## config.mk

```make
export PLATFORM = sky130hd
export DESIGN_NAME = rx_core
export DESIGN_NICKNAME = d
export VERILOG_FILES = /design/src/rtl/rx_core_pkg.sv /design/src/rtl/rx_bit_timer.sv /design/src/rtl/rx_core.sv
export SDC_FILE = /design/constraint.sdc
export NUM_CORES = 1
export LEC_CHECK = 0
export ABC_AREA = 1
export CORE_MARGIN = 2
export CORE_UTILIZATION = 40
export DETAILED_ROUTE_END_ITERATION = 6
export GPL_TIMING_DRIVEN = 1
export SETUP_SLACK_MARGIN = 0.5
export SLEW_MARGIN = 20
export SYNTH_ARGS = -nofsm -noshare
export SYNTH_HDL_FRONTEND = slang
export SYNTH_SLANG_ARGS = --single-unit
```

## constraint.sdc

```tcl
create_clock -name clk -period 4.75 [get_ports clk]
set_input_delay 0.7125 -clock clk [delete_from_list [all_inputs] [get_ports clk]]
set_output_delay 0.7125 -clock clk [all_outputs]
set_load 0.05 [all_outputs]
```

## src/rtl/rx_core_pkg.sv

```systemverilog
`default_nettype none
// ============================================================================
// Module  : rx_core_pkg
// Brief   : FSM encodings, frame constants and framing-control bundle shared
//           by the character-line transmit and receive cores.
// Revision: 1.0 - initial release
// ============================================================================
package rx_core_pkg;

    localparam int DATA_BITS = 8;

    typedef enum logic [2:0] {
        ST_IDLE   = 3'd0,
        ST_START  = 3'd1,
        ST_DATA   = 3'd2,
        ST_PARITY = 3'd3,
        ST_STOP1  = 3'd4,
        ST_STOP2  = 3'd5
    } rx_state_t;

    // Framing options held in the common config register (bit period is separate
    // because its width is a per-instance parameter).
    typedef struct packed {
        logic stop_bit2;
        logic odd_parity;
        logic msb_first;
    } frame_ctl_t;

    function automatic logic parity_error(input logic [DATA_BITS-1:0] data,
                                          input logic                 p,
                                          input logic                 odd);
        return (((^data) ^ p) != odd);
    endfunction

endpackage
`default_nettype wire

```

## src/rtl/rx_bit_timer.sv

```systemverilog
`default_nettype none
// ============================================================================
// Module  : rx_bit_timer
// Brief   : Line synchroniser, falling-edge detect and mid-bit sample strobe.
// Revision: 1.0 - initial release
// ============================================================================
module rx_bit_timer #(
    parameter int DIV_WIDTH = 13
) (
    input  logic                 clk,
    input  logic                 nReset,
    input  logic                 i_serial,
    input  logic [DIV_WIDTH-1:0] i_clocks_per_bit,
    input  logic                 i_load_half,
    input  logic                 i_active,
    output logic                 o_rxs,
    output logic                 o_fall,
    output logic                 o_sample
);

    logic                 r_sync1;
    logic                 r_sync2;
    logic                 r_prev;
    logic [DIV_WIDTH-1:0] r_cnt;

    // Sync chain resets to the idle (high) level so reset release is not seen as a start edge.
    always_ff @(posedge clk or negedge nReset) begin
        if (!nReset) begin
            r_sync1 <= 1'b1;
            r_sync2 <= 1'b1;
            r_prev  <= 1'b1;
        end else begin
            r_sync1 <= i_serial;
            r_sync2 <= r_sync1;
            r_prev  <= r_sync2;
        end
    end

    always_ff @(posedge clk or negedge nReset) begin
        if (!nReset) begin
            r_cnt <= '0;
        end else if (i_load_half) begin
            r_cnt <= i_clocks_per_bit >> 1;
        end else if (i_active) begin
            if (r_cnt == '0)
                r_cnt <= i_clocks_per_bit - DIV_WIDTH'(1);
            else
                r_cnt <= r_cnt - DIV_WIDTH'(1);
        end
    end

    assign o_rxs    = r_sync2;
    assign o_fall   = r_prev & ~r_sync2;
    assign o_sample = i_active && (r_cnt == '0);

endmodule
`default_nettype wire

```

## src/rtl/rx_core.sv

```systemverilog
`default_nettype none
// ============================================================================
// Module  : rx_core
// Brief   : Serial receive stage: start/8-data/parity/stop deserialiser with
//           full/ack handshake and sticky error flags.
// Revision: 1.0 - initial release
// ============================================================================
module rx_core
    import rx_core_pkg::*;
#(
    parameter int PARITY    = 1,
    parameter int DIV_WIDTH = 13
) (
    input  logic                 clk,
    input  logic                 nReset,
    input  logic                 serialIn,
    input  logic [DIV_WIDTH-1:0] clocksPerBit,
    input  logic                 stopBit2,
    input  logic                 oddParity,
    input  logic                 msbFirst,
    input  logic                 ackFlags,
    output logic [7:0]           dataOut,
    output logic                 full,
    output logic                 run,
    output logic                 overrunErr,
    output logic                 parityErr,
    output logic                 frameErr
);

    rx_state_t              r_state;
    rx_state_t              w_next;
    frame_ctl_t             w_ctl;
    logic [2:0]             r_bit_idx;
    logic [2:0]             w_pos;
    logic [DATA_BITS-1:0]   r_shift;
    logic                   r_par_err;
    logic                   r_stop_err;
    logic [DATA_BITS-1:0]   r_data;
    logic                   r_full;
    logic                   r_ovr;
    logic                   r_perr;
    logic                   r_ferr;
    logic                   w_rxs;
    logic                   w_fall;
    logic                   w_sample;
    logic                   w_load_half;
    logic                   w_active;
    logic                   w_frame_end;
    logic                   w_frame_ferr;

    assign w_ctl       = '{stop_bit2: stopBit2, odd_parity: oddParity, msb_first: msbFirst};
    assign w_active    = (r_state != ST_IDLE);
    assign w_load_half = (r_state == ST_IDLE) && w_fall;
    assign w_pos       = w_ctl.msb_first ? (3'(DATA_BITS - 1) - r_bit_idx) : r_bit_idx;

    rx_bit_timer #(
        .DIV_WIDTH (DIV_WIDTH)
    ) u_timer (
        .clk              (clk),
        .nReset           (nReset),
        .i_serial         (serialIn),
        .i_clocks_per_bit (clocksPerBit),
        .i_load_half      (w_load_half),
        .i_active         (w_active),
        .o_rxs            (w_rxs),
        .o_fall           (w_fall),
        .o_sample         (w_sample)
    );

    always_ff @(posedge clk or negedge nReset) begin
        if (!nReset)
            r_state <= ST_IDLE;
        else
            r_state <= w_next;
    end

    always_comb begin
        w_next       = r_state;
        w_frame_end  = 1'b0;
        w_frame_ferr = 1'b0;
        case (r_state)
            ST_IDLE: begin
                if (w_fall)
                    w_next = ST_START;
            end
            ST_START: begin
                if (w_sample)
                    w_next = w_rxs ? ST_IDLE : ST_DATA;
            end
            ST_DATA: begin
                if (w_sample && (r_bit_idx == 3'(DATA_BITS - 1)))
                    w_next = (PARITY != 0) ? ST_PARITY : ST_STOP1;
            end
            ST_PARITY: begin
                if (w_sample)
                    w_next = ST_STOP1;
            end
            ST_STOP1: begin
                if (w_sample) begin
                    if (w_ctl.stop_bit2) begin
                        w_next = ST_STOP2;
                    end else begin
                        w_next       = ST_IDLE;
                        w_frame_end  = 1'b1;
                        w_frame_ferr = ~w_rxs;
                    end
                end
            end
            ST_STOP2: begin
                if (w_sample) begin
                    w_next       = ST_IDLE;
                    w_frame_end  = 1'b1;
                    w_frame_ferr = r_stop_err | ~w_rxs;
                end
            end
            default: w_next = ST_IDLE;
        endcase
    end

    // Per-frame datapath: shift register and this frame's error capture.
    always_ff @(posedge clk or negedge nReset) begin
        if (!nReset) begin
            r_bit_idx  <= '0;
            r_shift    <= '0;
            r_par_err  <= 1'b0;
            r_stop_err <= 1'b0;
        end else if (w_sample) begin
            case (r_state)
                ST_START: begin
                    r_bit_idx  <= '0;
                    r_par_err  <= 1'b0;
                    r_stop_err <= 1'b0;
                end
                ST_DATA: begin
                    r_shift[w_pos] <= w_rxs;
                    r_bit_idx      <= r_bit_idx + 3'd1;
                end
                ST_PARITY: r_par_err  <= parity_error(r_shift, w_rxs, w_ctl.odd_parity);
                ST_STOP1:  r_stop_err <= ~w_rxs;
                default: ;
            endcase
        end
    end

    // A completing frame takes priority over a simultaneous ack and replaces the flags.
    always_ff @(posedge clk or negedge nReset) begin
        if (!nReset) begin
            r_data <= '0;
            r_full <= 1'b0;
            r_ovr  <= 1'b0;
            r_perr <= 1'b0;
            r_ferr <= 1'b0;
        end else if (w_frame_end && (!r_full || ackFlags)) begin
            r_data <= r_shift;
            r_full <= 1'b1;
            r_ovr  <= ackFlags ? 1'b0 : r_ovr;
            r_perr <= ackFlags ? r_par_err    : (r_perr | r_par_err);
            r_ferr <= ackFlags ? w_frame_ferr : (r_ferr | w_frame_ferr);
        end else if (w_frame_end) begin
            r_ovr <= 1'b1;
        end else if (ackFlags) begin
            r_full <= 1'b0;
            r_ovr  <= 1'b0;
            r_perr <= 1'b0;
            r_ferr <= 1'b0;
        end
    end

    assign dataOut    = r_data;
    assign full       = r_full;
    assign run        = w_active;
    assign overrunErr = r_ovr;
    assign parityErr  = r_perr;
    assign frameErr   = r_ferr;

endmodule
`default_nettype wire

```

==> results.txt, run 1 <==
----------------------------------------------------
[Run status]
  Outcome ... complete, no violations

[Worst setup path]
  CP bufs+invs ... 3
  Endpoint class of the critical path ... primary output
  Worst path required time ... approximately 4.0 ns
  Slowest Stage Delay on Critical Path ... ~0.86 ns
  Element type at the critical path start ... flop
  Number of cell instances on the worst register-to-register path ... 13
  Flop-to-flop setup slack ... 2.46 ns
  Reg2reg end ... u_timer.r_cnt[10]
  Start-to-end type of the worst setup path ... reg2out
  Reg2Reg Launch Point ... u_timer.r_cnt[5]
  Critical path's slowest cell ... clkdlybuf4s50_1
  Cells along the critical path ... nor2_2 -> inv_1 -> nor2_4 -> inv_2 -> clkdlybuf4s50_1
  Critical path's top delay family ... buffers and inverters
  Maximum fanout encountered on the critical timing path ... 12
  Data arrival time at the worst-slack endpoint ... approximately 2.1 ns

[Power and ir drop]
  Pwr Total ... roughly 900 uW
  Leakage dissipation ... 1.48 nW
  Power density over the cells ... ~290 nW/um^2
  Maximum VDD drop ... between 0.0001 and 0.00015 V

[Logic synthesis]
  Mapped Avg Cell Area ... approximately 8 sq um
  Synth Register Bits ... 44
  Synth Instances ... about 340
  Unique masters post-synth ... 35
  Largest area contributor in the synthesized netlist ... dfrtp_1
  Mapped cell area ... approximately 2600 sq um
  Warnings, synthesis ... 0
  Top-area cell type share of the netlist area ... around two fifths
  Net count after synthesis ... 358
  Sequential fraction of the synthesis area ... approximately two fifths
  Cell types with the largest area share after synthesis ... dfrtp_1, nand2_1, inv_1

[Drt]
  Routed length on met2 ... about 2.5 mm
  Detailed Route Iter0 Violations ... 155
  Overall routed net length ... around 5.9 mm
  Average detailed-routed wire length per instance ... 13.2 um
  TritonRoute pass-1 iters ... 4
  Top layer used by detailed routing ... met4
  Routed wire length on met3 ... around 370 um
  Remaining design rule violation count ... 0
  Post-DRT Antenna Nets ... 0
  Number of vias per cell after detailed routing ... 4.98
  Vias ... between 2000 and 2500
  Routed metal-1 wirelength ... roughly 3 mm

[Global routing]
  First-pass GRT wire length ... 10.4 mm
  Total congestion overflow after global routing ... 0
  Via count of the first global-routing pass ... 2136
  Largest net degree at the start of global routing ... between 40 and 50
  Initial antenna violation count ... 0
  GRT Util Overall ... 17.9%

[STA]
  Timing-limited maximum frequency ... ~0.35 GHz
  Final worst path period share ... 59.8%
  Setup repair after global routing missed its margin ... false
  Worst relative slew slack ... 61.4%
  Fin crit period ... about 2.8 ns
  Final total negative setup slack ... 0 ns
  Setup Skew ... approximately 0.018 ns
  Number of max-slew violations in the final report ... 0
  Final setup violating endpoints ... 0
  Hold Vio Cnt, Final ... 0
  Actual transition at the worst max-transition pin ... just under 0.6 ns

[Placement]
  Port bufs ... 32
  Final Wtd Congestion ... about 0.92
  Sum of net half-perimeters after detailed placement ... 4.38 mm
  Inst Count DP ... approximately 440

[Clocking]
  TritonCTS buffer count ... 5
  Clock Sink Count ... 44
  Clk buf depth ... 2
  Clk root buf ... clkbuf_8
  Clk slew on worst S/H paths ... around 0.090 ns
  Number of levels in the clock H-tree ... 2
  Setup repair bufs after CTS ... 0
  CTS tree ... yes
  Hold buffer count at cts ... 0
  CTS resizes ... 0
  Clock insertion delay at the later pin of the skew report ... 0.31 ns

[Worst hold path]
  Hold Crit Class ... reg2reg
  Depth of the worst hold-timing path ... 0
  Capture endpoint of the worst hold path ... u_timer.o_rxs
  Startpoint of the worst hold path ... u_timer.r_sync1

[Floorplan]
  # rows ... 29
  Initial standard-cell utilization of the core ... between 40 and 50%
  Core box area ... between 6000 and 7000 sq um
  Boundary Pins ... 33
  Die W ... about 85 um
  Floorplan die height ... 85.4 um
  Die ar. ... roughly 7300 sq um

[Final layout]
  Final cell count without fillers ... ~450
  Layout cell share with drive strength beyond 1 ... ~12%
  Final layout net count ... 394
  Antenna diodes ... 0
  Final Core Density ... roughly 49%
  Area growth from synthesis to layout ... 17.8%

[Flow run]
  Max Cap Viol ... 0

----------------------------------------------------
## cell usage in the layout, fill, tap and decap left out, types with 8 or more instances in the layout
cell type,instances
a21oi_1,12
nor2_1,37
nor2_2,11
nor2_4,8
nand3_1,27
clkdlybuf4s50_1,31
nand2_1,74
o21ai_0,18
inv_1,40
dfrtp_1,41
xnor2_1,8
mux2_1,8
## synthesized netlist by cell type (all sizes together)
| master | n |
|---|---|
| xor2 | 5 |
| a22oi | 1 |
| o211ai | 2 |
| inv | 45 |
| o22ai | 2 |
| dfrtp | 41 |
| a21oi | 12 |
| dfstp | 3 |
| nor2 | 56 |
| clkinv | 1 |
| nand4 | 1 |
| mux2 | 8 |
| nand3 | 27 |
| o21ai | 22 |
| or2 | 1 |
| buf | 3 |
| ha | 3 |
| and2 | 1 |
| nor3 | 1 |
| xnor2 | 8 |
| o21bai | 4 |
| a22o | 2 |
| a211oi | 1 |
| o221ai | 4 |
| nand2 | 80 |
| a32o | 1 |
## cells by family after synthesis
logic type	synth area share, %
xor gates and xnor gates	4.30
muxes	3.40
buffers and inverters	7.47
AOI/OAI and AO/OA	11.9
and+or+nand+nor	29.8
DFF	41.7
adders and majority gates	1.42
## sequential cells by signal, indices dropped and copies added, names as in the netlist
| signal | cells |
|---|---|
| r_stop_err | 1 |
| r_bit_idx | 3 |
| u_timer.o_rxs | 1 |
| parityErr | 1 |
| full | 1 |
| u_timer.r_cnt | 13 |
| u_timer.r_prev | 1 |
| r_state | 3 |
| r_shift | 8 |
| dataOut | 8 |
| r_par_err | 1 |
| frameErr | 1 |
| u_timer.r_sync1 | 1 |
| overrunErr | 1 |
## through the flow
step | hold WS (ns) | setup slack, ns | cell area, sq um
6_report | 0.361 | 1.91 | 3120
3_5_place_dp | 0.354 | 2.27 | 3030
5_1_grt | 0.368 | 1.84 | 3120
2_1_floorplan | 0.345 | 2.91 | 2650
4_1_cts | 0.366 | 1.93 | 3120
3_3_place_gp | 0.346 | 2.30 | 3030
## final cells by class
| cell class | count | area [sq um] |
|---|---|---|
| Fill cell | 647 | 3270 |
| Multi-Input combinational cell | 242 | 1350 |
| Sequential cell | 44 | 1100 |
| Timing Repair Buffer | 32 | 318 |
| Inverter | 46 | 173 |
| Tap cell | 77 | 96.3 |
| Clock buffer | 5 | 68.8 |
| Clock inverter | 2 | 12.5 |
## per-layer routing
metal / vias up / track usage [%]
met5: - / 0
met4: 0 / 4.76
met3: 8 / 3.89
met2: 64 / 25.1
met1: 1008 / 27.8
li1: 1153 / -
## power by group
part	leakage [nW]	total, mW	switching, mW	internal, mW
registers	0.543	0.427	0.0204	0.407
clock network	0.0400	0.234	0.135	0.0998
logic	0.898	0.232	0.149	0.0836
total	1.48	0.894	0.304	0.590
## worst max-delay path by stage
stage                     start                end  slack (ns)  cells after the start
6_report             r_state[1]                run        1.91                      5
2_1_floorplan  u_timer.r_cnt[9]  u_timer.r_cnt[10]        2.91                     13
3_5_place_dp         r_state[1]                run        2.27                      5
4_1_cts              r_state[1]                run        1.93                      5
5_1_grt              r_state[1]                run        1.84                      5
3_3_place_gp         r_state[1]                run        2.30                      5
Power figures use the tool's default switching activity.
==> inputs of run 2 (changes only) <==
clock period = 2.4 ns   (was 4.75 ns; I/O delays follow)
==> run 2 against run 1 <==
  * Cell count grew 3.1%
  * Hold slack lost 0.23 ns
  * Power rose by 120%
  * Critical path depth up 8
  * Largest power group unchanged
  * Non-clock buffer count grew 14
  * Largest cell class unchanged
  * Via count increased by 5.0%
  * Sequential power up 100%
  * Die area unchanged
  * Critical endpoint is now u_timer.r_cnt[6]
  * First-iteration DRC count decreased by 21%
  * Global-route usage is 0.86 points higher
==> results.txt, run 2 (same netlist as run 1, synthesis figures left out) <==
----------------------------------------------------
[Floorplan]
  Die ar. ... 7290 sq um (unchanged)
  Floorplan die height ... 85.4 um (unchanged)
  Boundary Pins ... 33 (unchanged)
  Initial standard-cell utilization of the core ... 41.5% (unchanged)
  Core box area ... 6390 sq um (unchanged)
  # rows ... 29 (unchanged)
  Die W ... 85.4 um (unchanged)

[STA]
  Final worst path period share ... between 70% and 80%
  Number of max-slew violations in the final report ... 0 (unchanged)
  Worst relative slew slack ... 61.2% (was 61.4%)
  Final setup violating endpoints ... 0 (unchanged)
  Hold Vio Cnt, Final ... 0 (unchanged)
  Timing-limited maximum frequency ... 0.533 GHz
  Setup Skew ... 0.0102 ns (was 0.0181 ns)
  Actual transition at the worst max-transition pin ... 0.582 ns (was 0.579 ns)
  Setup slack after layout ... 0.523 ns (was 1.91 ns)
  Fin crit period ... 1.88 ns
  Setup repair after global routing missed its margin ... true (was false)
  Final total negative setup slack ... 0 ns (unchanged)

[Drt]
  Number of vias per cell after detailed routing ... 5.07 (was 4.98)
  Average detailed-routed wire length per instance ... 14.3 um (was 13.2 um)
  Post-DRT Antenna Nets ... 0 (unchanged)
  TritonRoute pass-1 iters ... 4 (unchanged)
  Remaining design rule violation count ... 0 (unchanged)
  Detailed Route Iter0 Violations ... 122 (was 155)
  Overall routed net length ... 6.59 mm (was 5.90 mm)
  Vias ... 2344 (was 2233)

[Clocking]
  CTS tree ... yes (unchanged)
  Clk root buf ... clkbuf_8 (unchanged)
  Clock Sink Count ... 44 (unchanged)
  Clk buf depth ... 2 (unchanged)
  TritonCTS buffer count ... 5 (unchanged)
  Hold buffer count at cts ... 0 (unchanged)
  Clock insertion delay at the later pin of the skew report ... 0.30 ns (was 0.31 ns)
  Number of levels in the clock H-tree ... 2 (unchanged)
  Clk slew on worst S/H paths ... 0.09 ns (about the same)

[Final layout]
  FILL cells ... 605 (was 647)
  Largest register FFs ... 13 (unchanged)
  Most used cells in the layout excluding fill and tap cells ... nand2_1, inv_1, dfrtp_1 (was nand2_1, dfrtp_1, inv_1)
  Register containing the most flip-flops in the final layout ... u_timer.r_cnt (unchanged)
  Area growth from synthesis to layout ... 28.7% (was 17.8%)
  Final layout net count ... 408 (was 394)
  Leading cell type in the layout, fill and taps excluded ... nand2_1 (unchanged)
  Antenna diodes ... 0 (unchanged)
  Area of the multi-input gates ... 1510 sq um (was 1350 sq um)
  Footprint of the flip-flops and latches ... 1110 sq um (was 1100 sq um)
  Layout cell share with drive strength beyond 1 ... 23.6% (was 12.1%)

[Worst setup path]
  Start-to-end type of the worst setup path ... reg2reg (was reg2out)
  Flop-to-flop setup slack ... 0.52 ns (was 2.46 ns)
  Cells along the critical path ... nor2_2 -> nand2_1 -> nor2_4 -> nand2_4 -> nand2_1 -> nand2_4 -> ha_4 -> nand3_4 -> nor2_2 -> a21oi_1 -> o21ai_1 -> nand2_1 -> o21ai_1 (was nor2_2 -> inv_1 -> nor2_4 -> inv_2 -> clkdlybuf4s50_1)
  Maximum fanout encountered on the critical timing path ... 3 (was 12)
  Worst path required time ... 2.59 ns (was 4.04 ns)
  Critical path's slowest cell ... dfrtp_1 (was clkdlybuf4s50_1)
  Endpoint class of the critical path ... flop (was primary output)
  Cell type with the highest occurrence count on the critical path ... nand2_1
  Data arrival time at the worst-slack endpoint ... 2.07 ns (was 2.13 ns)
  Slowest Stage Delay on Critical Path ... 0.42 ns (was 0.86 ns)
  Element type at the critical path start ... flop (unchanged)

[Power and ir drop]
  Maximum VDD drop ... 0.000288 V (was 0.000147 V)
  Power density over the cells ... 567 nW/um^2 (was 287 nW/um^2)
  Leakage dissipation ... 1.58 nW (was 1.48 nW)

[Run status]
  Outcome ... complete, no violations (unchanged)

[Global routing]
  GRT Util Overall ... 18.8% (was 17.9%)
  First-pass GRT wire length ... 10.8 mm (was 10.4 mm)
  Total congestion overflow after global routing ... 0 (unchanged)
  Largest net degree at the start of global routing ... 45 (unchanged)
  Initial antenna violation count ... 0 (unchanged)
  Via count of the first global-routing pass ... 2268 (was 2136)

[Placement]
  Sum of net half-perimeters after detailed placement ... 4.58 mm (was 4.38 mm)
  Post-Place Worst Slack ... 0.302 ns (was 2.27 ns)
  Port bufs ... 32 (unchanged)
  Final Wtd Congestion ... 0.887 (was 0.921)

[Flow run]
  Max Cap Viol ... 0 (unchanged)

[Worst hold path]
  Hold Crit Class ... in2async (was reg2reg)

----------------------------------------------------
[run 2: worst paths after layout]
| path | start | endpoint | cells past startpoint |
|---|---|---|---|
| setup / recovery | u_timer.r_cnt[7] | u_timer.r_cnt[6] | 13 |
| hold / removal | nReset | u_timer.r_cnt[4] | 2 |
| setup reg to reg | u_timer.r_cnt[7] | u_timer.r_cnt[6] | 13 |
| hold reg to reg | u_timer.r_sync1 | u_timer.o_rxs | 0 |
| max in group asynchronous | nReset | r_state[1] | 2 |
| min in group clk | u_timer.r_sync1 | u_timer.o_rxs | 0 |
[run 2: worst max-delay path, delay by kind of cell (launching register included)]
kind | cells | cell delay [ns]
flip-flops | 1 | 0.42
AND/OR/NAND/NOR | 9 | 0.92
AO/OA/AOI/OAI | 3 | 0.26
adder cells (fa/ha/maj) | 1 | 0.17
[run 2: power by group]
| part | internal [mW] | switching (mW) |
|---|---|---|
| clock | 0.197 | 0.261 |
| sequential | 0.805 | 0.0488 |
| combinational | 0.245 | 0.375 |
| total | 1.25 | 0.685 |
[run 2: cell type report]
type                            count  area share, %
Sequential cell                    44           32.5
Tap cell                           77           2.83
Multi-Input combinational cell    242           44.3
Inverter                           46           5.18
Clock inverter                      2          0.367
Timing Repair Buffer               46           12.9
Clock buffer                        5           2.02
[run 2: metal layers]
| layer | wire [um] | track usage, % | vias to the layer above |
|---|---|---|---|
| met2 | 2980 | 27.9 | 68 |
| met4 | 94 | 7.07 | 0 |
| li1 | - | - | 1185 |
| met1 | 3160 | 26.9 | 1085 |
| met5 | 0 | 0 | - |
| met3 | 348 | 3.99 | 6 |
[run 2: per-stage QoR]
| stage | area (sq um) | util, % | power (mW) | instances | hold slack, ns |
|---|---|---|---|---|---|
| after floorplan | 2650 | - | 1.18 | 335 | 0.0644 |
| final | 3410 | 53.4 | 1.93 | 462 | 0.129 |
| after CTS | 3230 | 50.6 | 1.84 | 455 | 0.149 |
| after global routing | 3410 | 53.4 | 2.05 | 462 | 0.183 |
| after detailed placement | 3050 | 47.8 | 1.31 | 444 | 0.347 |
| after global placement | 3050 | 47.8 | 1.31 | 444 | 0.346 |
[run 2: timing repair]
| action | CTS | global route |
|---|---|---|
| setup endpoints to repair | 18 | 18 |
| setup buffers | 4 | 7 |
| gates cloned | 0 | 0 |
| resized for setup | 18 | 34 |
| pin swaps | 5 | 16 |
